### config.mk
export PLATFORM = sky130hd
export DESIGN_NAME = ldo_trim_seq
export DESIGN_NICKNAME = d
export VERILOG_FILES = /design/src/rtl/ldo_trim_seq.sv
export SDC_FILE = /design/constraint.sdc
export NUM_CORES = 1
export LEC_CHECK = 0
export CORE_ASPECT_RATIO = 0.8
export CORE_MARGIN = 2
export CORE_UTILIZATION = 30
export DETAILED_ROUTE_END_ITERATION = 10
export PLACE_DENSITY = 0.56
export SLEW_MARGIN = 10
export SYNTH_ARGS = -nofsm -noshare
export SYNTH_HDL_FRONTEND = slang
export SYNTH_SLANG_ARGS = --single-unit
### constraint.sdc
create_clock -name wb_clk_i -period 4.5 [get_ports wb_clk_i]
set_input_delay 0.45 -clock wb_clk_i [delete_from_list [all_inputs] [get_ports wb_clk_i]]
set_output_delay 0.45 -clock wb_clk_i [all_outputs]
set_load 0.1 [all_outputs]
### src/rtl/ldo_trim_seq.sv
// Purpose: Wishbone-programmable one-hot trim sequencer that soft-starts a bank of LDOs channel by channel.
// Latency: Wishbone ack one cycle after request; each trim step every RAMP_DIV cycles, SETTLE_CYC settle per channel.
// Backpressure: no back-to-back ack; a held request is served once per two cycles, GO outside IDLE is ignored.
module ldo_trim_seq #(
   parameter int NUM_CH     = 3,
   parameter int TRIM_W     = 16,
   parameter int RAMP_DIV   = 256,
   parameter int SETTLE_CYC = 1024,
   parameter logic [NUM_CH*8-1:0] RST_TGT = {8'd10, 8'd8, 8'd6}
) (
   input  logic                     wb_clk_i,
   input  logic                     wb_rst_ni,
   input  logic                     wbs_cyc_i,
   input  logic                     wbs_stb_i,
   input  logic                     wbs_we_i,
   input  logic [3:0]               wbs_sel_i,
   input  logic [31:0]              wbs_adr_i,
   input  logic [31:0]              wbs_dat_i,
   output logic [31:0]              wbs_dat_o,
   output logic                     wbs_ack_o,
   output logic [NUM_CH*TRIM_W-1:0] trim_o,
   output logic                     busy_o,
   output logic                     irq_o
);

   localparam int IDX_W   = $clog2(TRIM_W);
   localparam int ACT_W   = (NUM_CH > 1) ? $clog2(NUM_CH) : 1;
   localparam int CNT_MAX = (RAMP_DIV > SETTLE_CYC) ? RAMP_DIV : SETTLE_CYC;
   localparam int CNT_W   = $clog2(CNT_MAX + 1);

   typedef enum logic [1:0] {
      S_IDLE   = 2'd0,
      S_RAMP   = 2'd1,
      S_SETTLE = 2'd2,
      S_DONE   = 2'd3
   } state_t;

   state_t             r_state;
   state_t             w_state_nxt;
   logic [IDX_W-1:0]   r_cur [NUM_CH];
   logic [IDX_W-1:0]   r_tgt [NUM_CH];
   logic [IDX_W-1:0]   r_lat [NUM_CH];
   logic [NUM_CH-1:0]  r_ch_en;
   logic [NUM_CH-1:0]  r_done;
   logic [ACT_W-1:0]   r_act;
   logic [CNT_W-1:0]   r_cnt;
   logic               r_ack;
   logic [31:0]        r_dat;

   logic               w_req;
   logic               w_wr;
   logic               w_ctrl_wr;
   logic               w_go;
   logic               w_abort;
   logic [NUM_CH-1:0]  w_en_eff;
   logic [IDX_W-1:0]   w_tgt_wval;
   logic [IDX_W-1:0]   w_cur_act;
   logic [IDX_W-1:0]   w_tgt_act;
   logic [IDX_W-1:0]   w_cur_step;
   logic               w_nxt_vld;
   logic [ACT_W-1:0]   w_nxt_ch;
   logic               w_start;
   logic               w_step;
   logic               w_settled;
   logic [31:0]        w_rdata;
   logic               w_unused;

   // A request is taken only while ack is low, which forbids back-to-back acks.
   assign w_req     = wbs_cyc_i & wbs_stb_i & ~r_ack;
   assign w_wr      = w_req & wbs_we_i & wbs_sel_i[0];
   assign w_ctrl_wr = w_wr & (wbs_adr_i[7:0] == 8'h00);
   assign w_go      = w_ctrl_wr & wbs_dat_i[0];
   assign w_abort   = w_ctrl_wr & wbs_dat_i[1];
   // A CTRL write carrying both a new enable mask and GO starts with the new mask.
   assign w_en_eff  = w_ctrl_wr ? wbs_dat_i[8 +: NUM_CH] : r_ch_en;
   assign w_tgt_wval = (wbs_dat_i >= 32'(TRIM_W)) ? IDX_W'(TRIM_W - 1) : wbs_dat_i[IDX_W-1:0];
   assign w_unused  = &{1'b0, wbs_adr_i[31:8], wbs_sel_i[3:1]};

   // Current and latched target of the active channel.
   always_comb begin
      w_cur_act = '0;
      w_tgt_act = '0;
      for (int i = 0; i < NUM_CH; i++) begin
         if (r_act == ACT_W'(i)) begin
            w_cur_act = r_cur[i];
            w_tgt_act = r_lat[i];
         end
      end
   end

   assign w_cur_step = (w_tgt_act > w_cur_act) ? w_cur_act + IDX_W'(1) : w_cur_act - IDX_W'(1);

   // Lowest enabled channel: from 0 when starting, above the active one when advancing.
   always_comb begin
      w_nxt_vld = 1'b0;
      w_nxt_ch  = '0;
      for (int i = NUM_CH - 1; i >= 0; i--) begin
         if (w_en_eff[i] && ((r_state == S_IDLE) || (ACT_W'(i) > r_act))) begin
            w_nxt_vld = 1'b1;
            w_nxt_ch  = ACT_W'(i);
         end
      end
   end

   // Sequencer next state and the datapath strobes it issues.
   always_comb begin
      w_state_nxt = r_state;
      w_start     = 1'b0;
      w_step      = 1'b0;
      w_settled   = 1'b0;
      unique case (r_state)
         S_IDLE: begin
            if (w_go && !w_abort) begin
               w_start     = 1'b1;
               w_state_nxt = w_nxt_vld ? S_RAMP : S_DONE;
            end
         end
         S_RAMP: begin
            if (w_abort) begin
               w_state_nxt = S_IDLE;
            end else if (w_cur_act == w_tgt_act) begin
               w_state_nxt = S_SETTLE;
            end else if (r_cnt == CNT_W'(RAMP_DIV - 1)) begin
               w_step = 1'b1;
               if (w_cur_step == w_tgt_act) begin
                  w_state_nxt = S_SETTLE;
               end
            end
         end
         S_SETTLE: begin
            if (w_abort) begin
               w_state_nxt = S_IDLE;
            end else if (r_cnt == CNT_W'(SETTLE_CYC - 1)) begin
               w_settled   = 1'b1;
               w_state_nxt = w_nxt_vld ? S_RAMP : S_DONE;
            end
         end
         S_DONE: begin
            w_state_nxt = S_IDLE;
         end
         default: begin
            w_state_nxt = S_IDLE;
         end
      endcase
   end

   // Sequencer state register.
   always_ff @(posedge wb_clk_i or negedge wb_rst_ni) begin
      if (!wb_rst_ni) begin
         r_state <= S_IDLE;
      end else begin
         r_state <= w_state_nxt;
      end
   end

   // Step/settle counter, channel codes, latched targets, done flags and active channel.
   always_ff @(posedge wb_clk_i or negedge wb_rst_ni) begin
      if (!wb_rst_ni) begin
         r_cnt  <= '0;
         r_done <= '0;
         r_act  <= '0;
         for (int i = 0; i < NUM_CH; i++) begin
            r_cur[i] <= '0;
            r_lat[i] <= RST_TGT[i*8 +: IDX_W];
         end
      end else begin
         if ((w_state_nxt != r_state) || w_step) begin
            r_cnt <= '0;
         end else if ((r_state == S_RAMP) || (r_state == S_SETTLE)) begin
            r_cnt <= r_cnt + CNT_W'(1);
         end
         if (w_start) begin
            r_done <= '0;
            for (int i = 0; i < NUM_CH; i++) begin
               r_lat[i] <= r_tgt[i];
            end
         end
         if (w_step) begin
            for (int i = 0; i < NUM_CH; i++) begin
               if (r_act == ACT_W'(i)) begin
                  r_cur[i] <= w_cur_step;
               end
            end
         end
         if (w_settled) begin
            for (int i = 0; i < NUM_CH; i++) begin
               if (r_act == ACT_W'(i)) begin
                  r_done[i] <= 1'b1;
               end
            end
         end
         if ((w_start || w_settled) && w_nxt_vld) begin
            r_act <= w_nxt_ch;
         end
      end
   end

   // Software-visible enable mask and per-channel targets.
   always_ff @(posedge wb_clk_i or negedge wb_rst_ni) begin
      if (!wb_rst_ni) begin
         r_ch_en <= '1;
         for (int i = 0; i < NUM_CH; i++) begin
            r_tgt[i] <= RST_TGT[i*8 +: IDX_W];
         end
      end else begin
         if (w_ctrl_wr) begin
            r_ch_en <= wbs_dat_i[8 +: NUM_CH];
         end
         for (int i = 0; i < NUM_CH; i++) begin
            if (w_wr && (wbs_adr_i[7:0] == 8'(16 + 4*i))) begin
               r_tgt[i] <= w_tgt_wval;
            end
         end
      end
   end

   // Read mux; unmapped addresses read zero.
   always_comb begin
      w_rdata = '0;
      if (wbs_adr_i[7:0] == 8'h00) begin
         w_rdata[8 +: NUM_CH] = r_ch_en;
      end
      if (wbs_adr_i[7:0] == 8'h04) begin
         w_rdata[0]           = busy_o;
         w_rdata[2:1]         = r_state;
         w_rdata[8 +: NUM_CH] = r_done;
         w_rdata[19:16]       = 4'(r_act);
      end
      for (int i = 0; i < NUM_CH; i++) begin
         if (wbs_adr_i[7:0] == 8'(16 + 4*i)) begin
            w_rdata = 32'(r_tgt[i]);
         end
         if (wbs_adr_i[7:0] == 8'(64 + 4*i)) begin
            w_rdata = 32'(r_cur[i]);
         end
      end
   end

   // Single-cycle ack with read data held only in the ack cycle.
   always_ff @(posedge wb_clk_i or negedge wb_rst_ni) begin
      if (!wb_rst_ni) begin
         r_ack <= 1'b0;
         r_dat <= '0;
      end else begin
         r_ack <= w_req;
         r_dat <= (w_req && !wbs_we_i) ? w_rdata : '0;
      end
   end

   assign wbs_ack_o = r_ack;
   assign wbs_dat_o = r_dat;
   assign busy_o    = (r_state == S_RAMP) || (r_state == S_SETTLE);
   assign irq_o     = (r_state == S_DONE);

   // One-hot decode of each channel's current index.
   for (genvar g = 0; g < NUM_CH; g++) begin : g_trim
      assign trim_o[g*TRIM_W +: TRIM_W] = TRIM_W'(1) << r_cur[g];
   end

endmodule

## Yosys cells after proc, flatten, opt, wreduce, memory -nomap -nowiden

Cells that the tools add are included.

- Logic and storage cells: 127
- Memories kept: 0
- Latch bits: 0
- Flip-flop bits (word level): 90
- Bits in writable memories: 0
- Output and inout port bits: 83
- Input port bits: 73
- ROM bits: 0

- Bitwise operators: 8
- Divide/modulo/power cells: 0
- Muxes and demuxes: 51
- Multiply operators: 0
- Order comparisons: 5
- Shift-type cells: 3
- Eq/ne operators: 17
- Add/sub/neg operators: 3
- Reduce and logical (&&, ||, !) cells: 24

Operators by type and width:

| operator | number |
|---|---|
| $mux 32 | 6 |
| $shl 1x4->16 const A | 3 |
| $ge 32x5->1 const B | 1 |
| $mux 4 | 8 |
| $eq 8x5->1 const B | 3 |
| $eq 8x7->1 const B | 3 |
| $mux 2 | 12 |
| $mux 11 | 2 |
| $mux 20 | 1 |
| $mux 3 | 6 |
| $mux 1 | 15 |
| $add 11x1->11 const B | 1 |
| $eq 11x10->1 const B | 1 |
| $eq 11x8->1 const B | 1 |
| $logic_and 1x1->1 | 9 |
| $eq 4x4->1 | 2 |
| $eq 8x3->1 const B | 1 |
| $logic_not 8->1 | 1 |
| $pmux 2 s4 | 1 |
| $and 1x1->1 | 7 |
| $eq 2x2->1 const B | 3 |
| $logic_or 1x1->1 | 6 |
| $reduce_and 2->1 | 3 |
| $add 4x1->4 const B | 1 |
| 10 further kinds | 14 |

## Logic depth before layout (Yosys ltp)

- Word-level depth: 17
- Mapped depth: 20
- Depth with buffers taken out: 18

## Worst setup path after synthesis

OpenSTA, ideal clock, no wires.

- Kind: flip-flop to flip-flop
- From: register r_act[0]
- To: register r_cnt[1]
- Period minus slack after synthesis: 4250 ps
- Setup time: 139 ps
- Path buffers: 3
- Data arrival time: 4111 ps
- Data required time: 4361 ps
- Setup slack: 250 ps
- Stages on the path, launching flop included: 19
- Cells stage by stage: dfrtp_1 > buf_2 > buf_1 > mux2i_1 > nor2_1 > a21oi_1 > ha_1 > and4_1 > a21oi_1 > inv_1 > ha_1 > xnor2_1 > xnor2_1 > nand2_1 > nor4bb_1 > nor3_2 > a221oi_1 > buf_2 > nor4_2

- Word-level cells in the longest chain between the ends: 15
- Elaborated cells between the ends (all ways): 43
- Classes of those cells: add/sub: 2; order compare: 4; eq/ne: 5; mux: 23; reduce/logical: 9

RTL lines:

| what | RTL line | text |
|---|---|---|
| from (decl) | 45 | `logic [ACT_W-1:0] r_act;` |
| from (signal assigned) | 193 | `r_act <= w_nxt_ch;` |
| $logic_not 2->1 | 84 | `if (r_act == ACT_W'(i)) begin` |
| $mux 4 (3 in series) | 84 |  |
| $sub 4x1->4 (tied with other cells) | 91 | `assign w_cur_step = (w_tgt_act > w_cur_act) ? w_cur_act + IDX_W'(1) : w_cur_act - IDX_W'(1);` |
| $mux 4 | 91 |  |
| $eq 4x4->1 | 125 | `if (w_cur_step == w_tgt_act) begin` |
| $mux 2 | 125 |  |
| $mux 2 | 123 | `end else if (r_cnt == CNT_W'(RAMP_DIV - 1)) begin` |
| $mux 2 | 121 | `end else if (w_cur_act == w_tgt_act) begin` |
| $mux 2 | 119 | `if (w_abort) begin` |
| $pmux 2 s4 | 111 | `unique case (r_state)` |
| $ne 2x2->1 | 167 | `if ((w_state_nxt != r_state) \|\| w_step) begin` |
| $logic_or 1x1->1 (*) | 167 |  |
| $mux 11 / $reduce_bool 2->1 (equally long branches) | n/a |  |
| to (signal assigned) | 170 | `r_cnt <= r_cnt + CNT_W'(1);` |
| to (decl) | 46 | `logic [CNT_W-1:0] r_cnt;` |

Mark *: on every way between the ends. The rest lies on a longest branch, timed or not.
A chain may end at the register's enable or synchronous reset.

## Worst setup path in the final report

- From: register r_act[0]
- To: register r_cnt[0]

- Word-level cells in the longest chain between the ends: 15
- Elaborated cells between the ends (all ways): 43
- Classes of those cells: add/sub: 2; order compare: 4; eq/ne: 5; mux: 23; reduce/logical: 9

RTL lines:

| what | RTL line | text |
|---|---|---|
| $logic_not 2->1 | 84 |  |
| $mux 4 (3 in series) | 84 |  |
| $sub 4x1->4 (tied with other cells) | 91 |  |
| $mux 4 (*) | 91 |  |
| net w_cur_step[0] | 59 | `logic [IDX_W-1:0] w_cur_step;` |
| $eq 4x4->1 (*) | 125 |  |
| $mux 2 (*) | 125 |  |
| $mux 2 (*) | 123 |  |
| $mux 2 (*) | 121 |  |
| $mux 2 (*) | 119 |  |
| $pmux 2 s4 (*) | 111 |  |
| $ne 2x2->1 (*) | 167 |  |
| $logic_or 1x1->1 (*) | 167 |  |
| $mux 11 / $reduce_bool 2->1 (equally long branches) | n/a |  |

The timed path passes the listed nets; every way through them passes the cells marked *.

==> impl_metrics.py <==
metrics = {
    "floorplanning": {
        "start_util_pct": 31.1,
        "core_um2": 14400,
        "die_y_um": 113,
        "rows": 39,
        "dieArea_um2": 16000,
        "die_w_um": 141,
        "io_pins": 156,
    },
    "layout": {
        "multiInputGateArea_um2": 2590,
        "final_util_pct": 41.7,
        "n_fill_cell": 1421,
        "drive_gt1_share_pct": 16.6,
        "syn2layout_area_growth_pct": 34.1,
        "antenna_cells": 0,
        "seqCellArea_um2": 1690,
        "nets": 690,
    },
    "critical_path": {
        "path_delay_family": "simple AND/OR/NAND/NOR gates",
        "crit_chain": "and2b_1 -> and2_1 -> nor2_1 -> inv_1 -> ha_1 -> and4_1 -> a21oi_2 -> inv_1 -> ha_1 -> xnor2_2 -> xnor2_2 -> nand2_1 -> nor4bb_1 -> nor3_2 -> a221oi_1 -> buf_4 -> nor4_1",
        "slowest_stage": "dfrtp_1",
        "worst_setup_path_end_kind": "flip-flop",
        "cp_data_required_time_ns": 4.71,
        "cp-start-kind": "flip-flop",
        "path_buf_inv": 3,
        "critPathMaxStageDelay_ns": 0.50,
        "path_max_fanout": 11,
        "path_class": "reg2reg",
        "cp.arrival_ns": 4.47,
    },
    "power": {
        "ir_drop_mv": 0.163,
        "power.density_nw_per_um2": 250,
        "power.static_leakage_nw": 2.45,
    },
    "drt": {
        "dr.pass1.iters": 4,
        "wl_um": 12600,
        "drt_first_iter_violations": 278,
        "viasPerCell": 5.06,
        "wl_per_cell_um": 15.9,
        "num_vias": 4010,
        "ant_nets": 0,
        "drc": 0,
    },
    "clocking": {
        "clock-sinks": 67,
        "postCtsSetupRepairBufs": 0,
        "ctsResizeCount": 0,
        "clockRootBuffer": "clkbuf_16",
        "cts_buffer_depth": 2,
        "cts_tree": "built",
        "clk_latency_ns": 0.33,
        "ctsHoldBuffers": 0,
        "clk_pin_slew_ns": 0.06,
        "cts_buffers": 9,
        "htreeDepth": 3,
    },
    "global_route": {
        "grt_pass1_wl_um": 19900,
        "antenna_found_initial": 0,
        "grtUsageTotal_pct": 15.8,
        "first_global_vias": 3764,
        "grt_max_degree": 43,
        "globalRoute.totalOverflow": 0,
    },
    "worst_hold_path": {
        "hp-class": "in2async",
    },
    "timing": {
        "relSlewSlack_pct": 26.1,
        "holdWs_ns": 0.148,
        "slew_violations": 0,
        "setup_violations": 0,
        "rsz0062_at_grt": "false",
        "worst_pin_slew_ns": 1.10,
        "finalHoldViolations": 0,
        "timing.setup.tns_ns": 0,
        "max_clock_freq_mhz": 234,
        "post-route-min-period_ns": 4.27,
        "fin_crit_sh_pct": 94.8,
        "fin_skew_ns": 0.00742,
    },
    "placed_design": {
        "dpl.hpwl_um": 9840,
        "port_buffers": 105,
        "gp_congestion": 0.932,
    },
    "synthesis": {
        "postSynthCellCount": 497,
        "synth_cell_type_count": 69,
        "syn_area_per_cell_um2": 9.04,
        "synth_edf_count": 0,
        "synthArstFlopShare_pct": 100,
        "syn_area_um2": 4490,
        "yosys_warnings": 0,
        "ys_ff_latch": 67,
        "ys.flop_type": "dfrtp_1",
        "ys_seq_area_share_pct": 37.7,
    },
    "flow_run": {
        "maxCapViolCount": 0,
    },
    "status": {
        "status": "complete, no violations",
    },
}
[logic make-up (layout without fill, tap and decap cells)]
family	after synthesis	in the layout	share of synthesized area (%)
AOI/OAI and AO/OA	73	73	11.3
xor gates and xnor gates	16	16	3.42
adders and majority gates	13	13	3.79
buffers and inverters	60	150	7.32
DFF	67	67	37.7
muxes	40	40	9.66
other	1	23	0.0834
and+or+nand+nor	227	227	26.8
[path summary, 6_finish.rpt]
check | startpoint | to | slack [ns] | cells after the start
max in group asynchronous | wb_rst_ni | r_lat[1] | 3.36 | 2
setup / recovery | r_act[0] | r_cnt[0] | 0.23 | 17
setup reg to reg | r_act[0] | r_cnt[0] | 0.23 | 17
hold reg to reg | r_ch_en[0] | r_ch_en[0] | 0.47 | 2
min in group wb_clk_i | r_ch_en[0] | r_ch_en[0] | 0.47 | 2
hold / removal | wb_rst_ni | wbs_dat_o[0] | 0.15 | 1
[cells in the final DEF (no fill, tap or decap), types with 3 or more instances in the layout]
master           Yosys  routed
and3_1               4       4
nor3_2               3       3
nand4_1              7       7
nand2b_1            13      13
nor4_1              14      14
nand3b_1             6       6
clkdlybuf4s50_1      0     104
mux2_2              17      17
nand3_1              7       7
clkinv_4             0       3
nor3_1              23      23
a22oi_1              3       3
xnor2_1              8       6
nor4_2               8       8
buf_4               23      19
clkbuf_16            0       9
conb_1               1      23
o21ai_0              9       9
nor2b_1              3       3
xor2_1               7       6
mux2i_1             19      19
nand2_1             41      41
dfrtp_1             54      54
a21oi_1             31      30
or3_1                3       3
dfstp_2             13      13
inv_1               10      10
ha_1                12      12
nor2_1              79      79
a221oi_1             4       4
[area by class of cell]
| cell class | count | share of cell area (%) |
|---|---|---|
| clock buffers | 10 | 3.97 |
| clock inverters | 6 | 0.831 |
| inverters | 10 | 0.623 |
| multi-input cells | 392 | 42.9 |
| flip-flops and latches | 67 | 28.1 |
| well taps | 184 | 3.82 |
| repair buffers | 124 | 19.7 |
[cell usage after synthesis, types with 3 or more instances]
master / count / area share [%]
dfstp_2: 13 / 7.6
nand3_1: 7 / 0.78
nand4_1: 7 / 0.97
nor4_1: 14 / 1.9
clkbuf_1: 20 / 1.7
a21oi_1: 31 / 3.5
buf_4: 23 / 3.8
and3_1: 4 / 0.56
nor3_2: 3 / 0.67
mux2_2: 17 / 4.3
nand2_1: 41 / 3.4
xnor2_1: 8 / 1.6
inv_1: 10 / 0.84
nand2b_1: 13 / 1.8
nand3b_1: 6 / 1.0
nor3_1: 23 / 2.6
nor2b_1: 3 / 0.42
ha_1: 12 / 3.3
mux2i_1: 19 / 4.2
dfrtp_1: 54 / 30
nor4_2: 8 / 2.2
o21ai_0: 9 / 1.0
xor2_1: 7 / 1.4
nor2_1: 79 / 6.6
a22oi_1: 3 / 0.50
or3_1: 3 / 0.42
a221oi_1: 4 / 0.78
buf_1: 3 / 0.25
[flip-flops by register name, indices dropped and copies added (netlist names)]
signal / cells
r_cnt: 11
wbs_dat_o: 9
r_tgt: 12
wbs_ack_o: 1
r_cur: 12
r_state: 2
r_lat: 12
r_ch_en: 3
r_act: 2
r_done: 3
[where the power goes]
part | total [mW] | switching, mW | internal, mW | leakage, nW
Clock | 0.670 | 0.278 | 0.392 | 0.135
Sequential | 0.642 | 0.0206 | 0.622 | 0.885
Combinational | 0.196 | 0.136 | 0.0596 | 1.43
[metrics by stage]
step           instances  power (mW)  area, µm²  worst slack (ns)
3_3_place_gp         777       0.847       5700             0.107
2_1_floorplan        519       0.793       4580             0.250
5_1_grt              793        1.57       6030            0.0491
6_report             793        1.51       6030             0.234
3_5_place_dp         777       0.849       5700            0.0480
4_1_cts              793        1.53       5990            0.0102
[layer usage]
metal  vias up  GRT usage [%]  share of wire [%]
met5         -              0                  0
met4         0           3.87               0.86
met3        12           4.32                8.2
met2       152           24.1                 44
met1      1907           22.3                 47
li1       1939              -                  -
No activity file was read; power rests on OpenSTA's default activity.
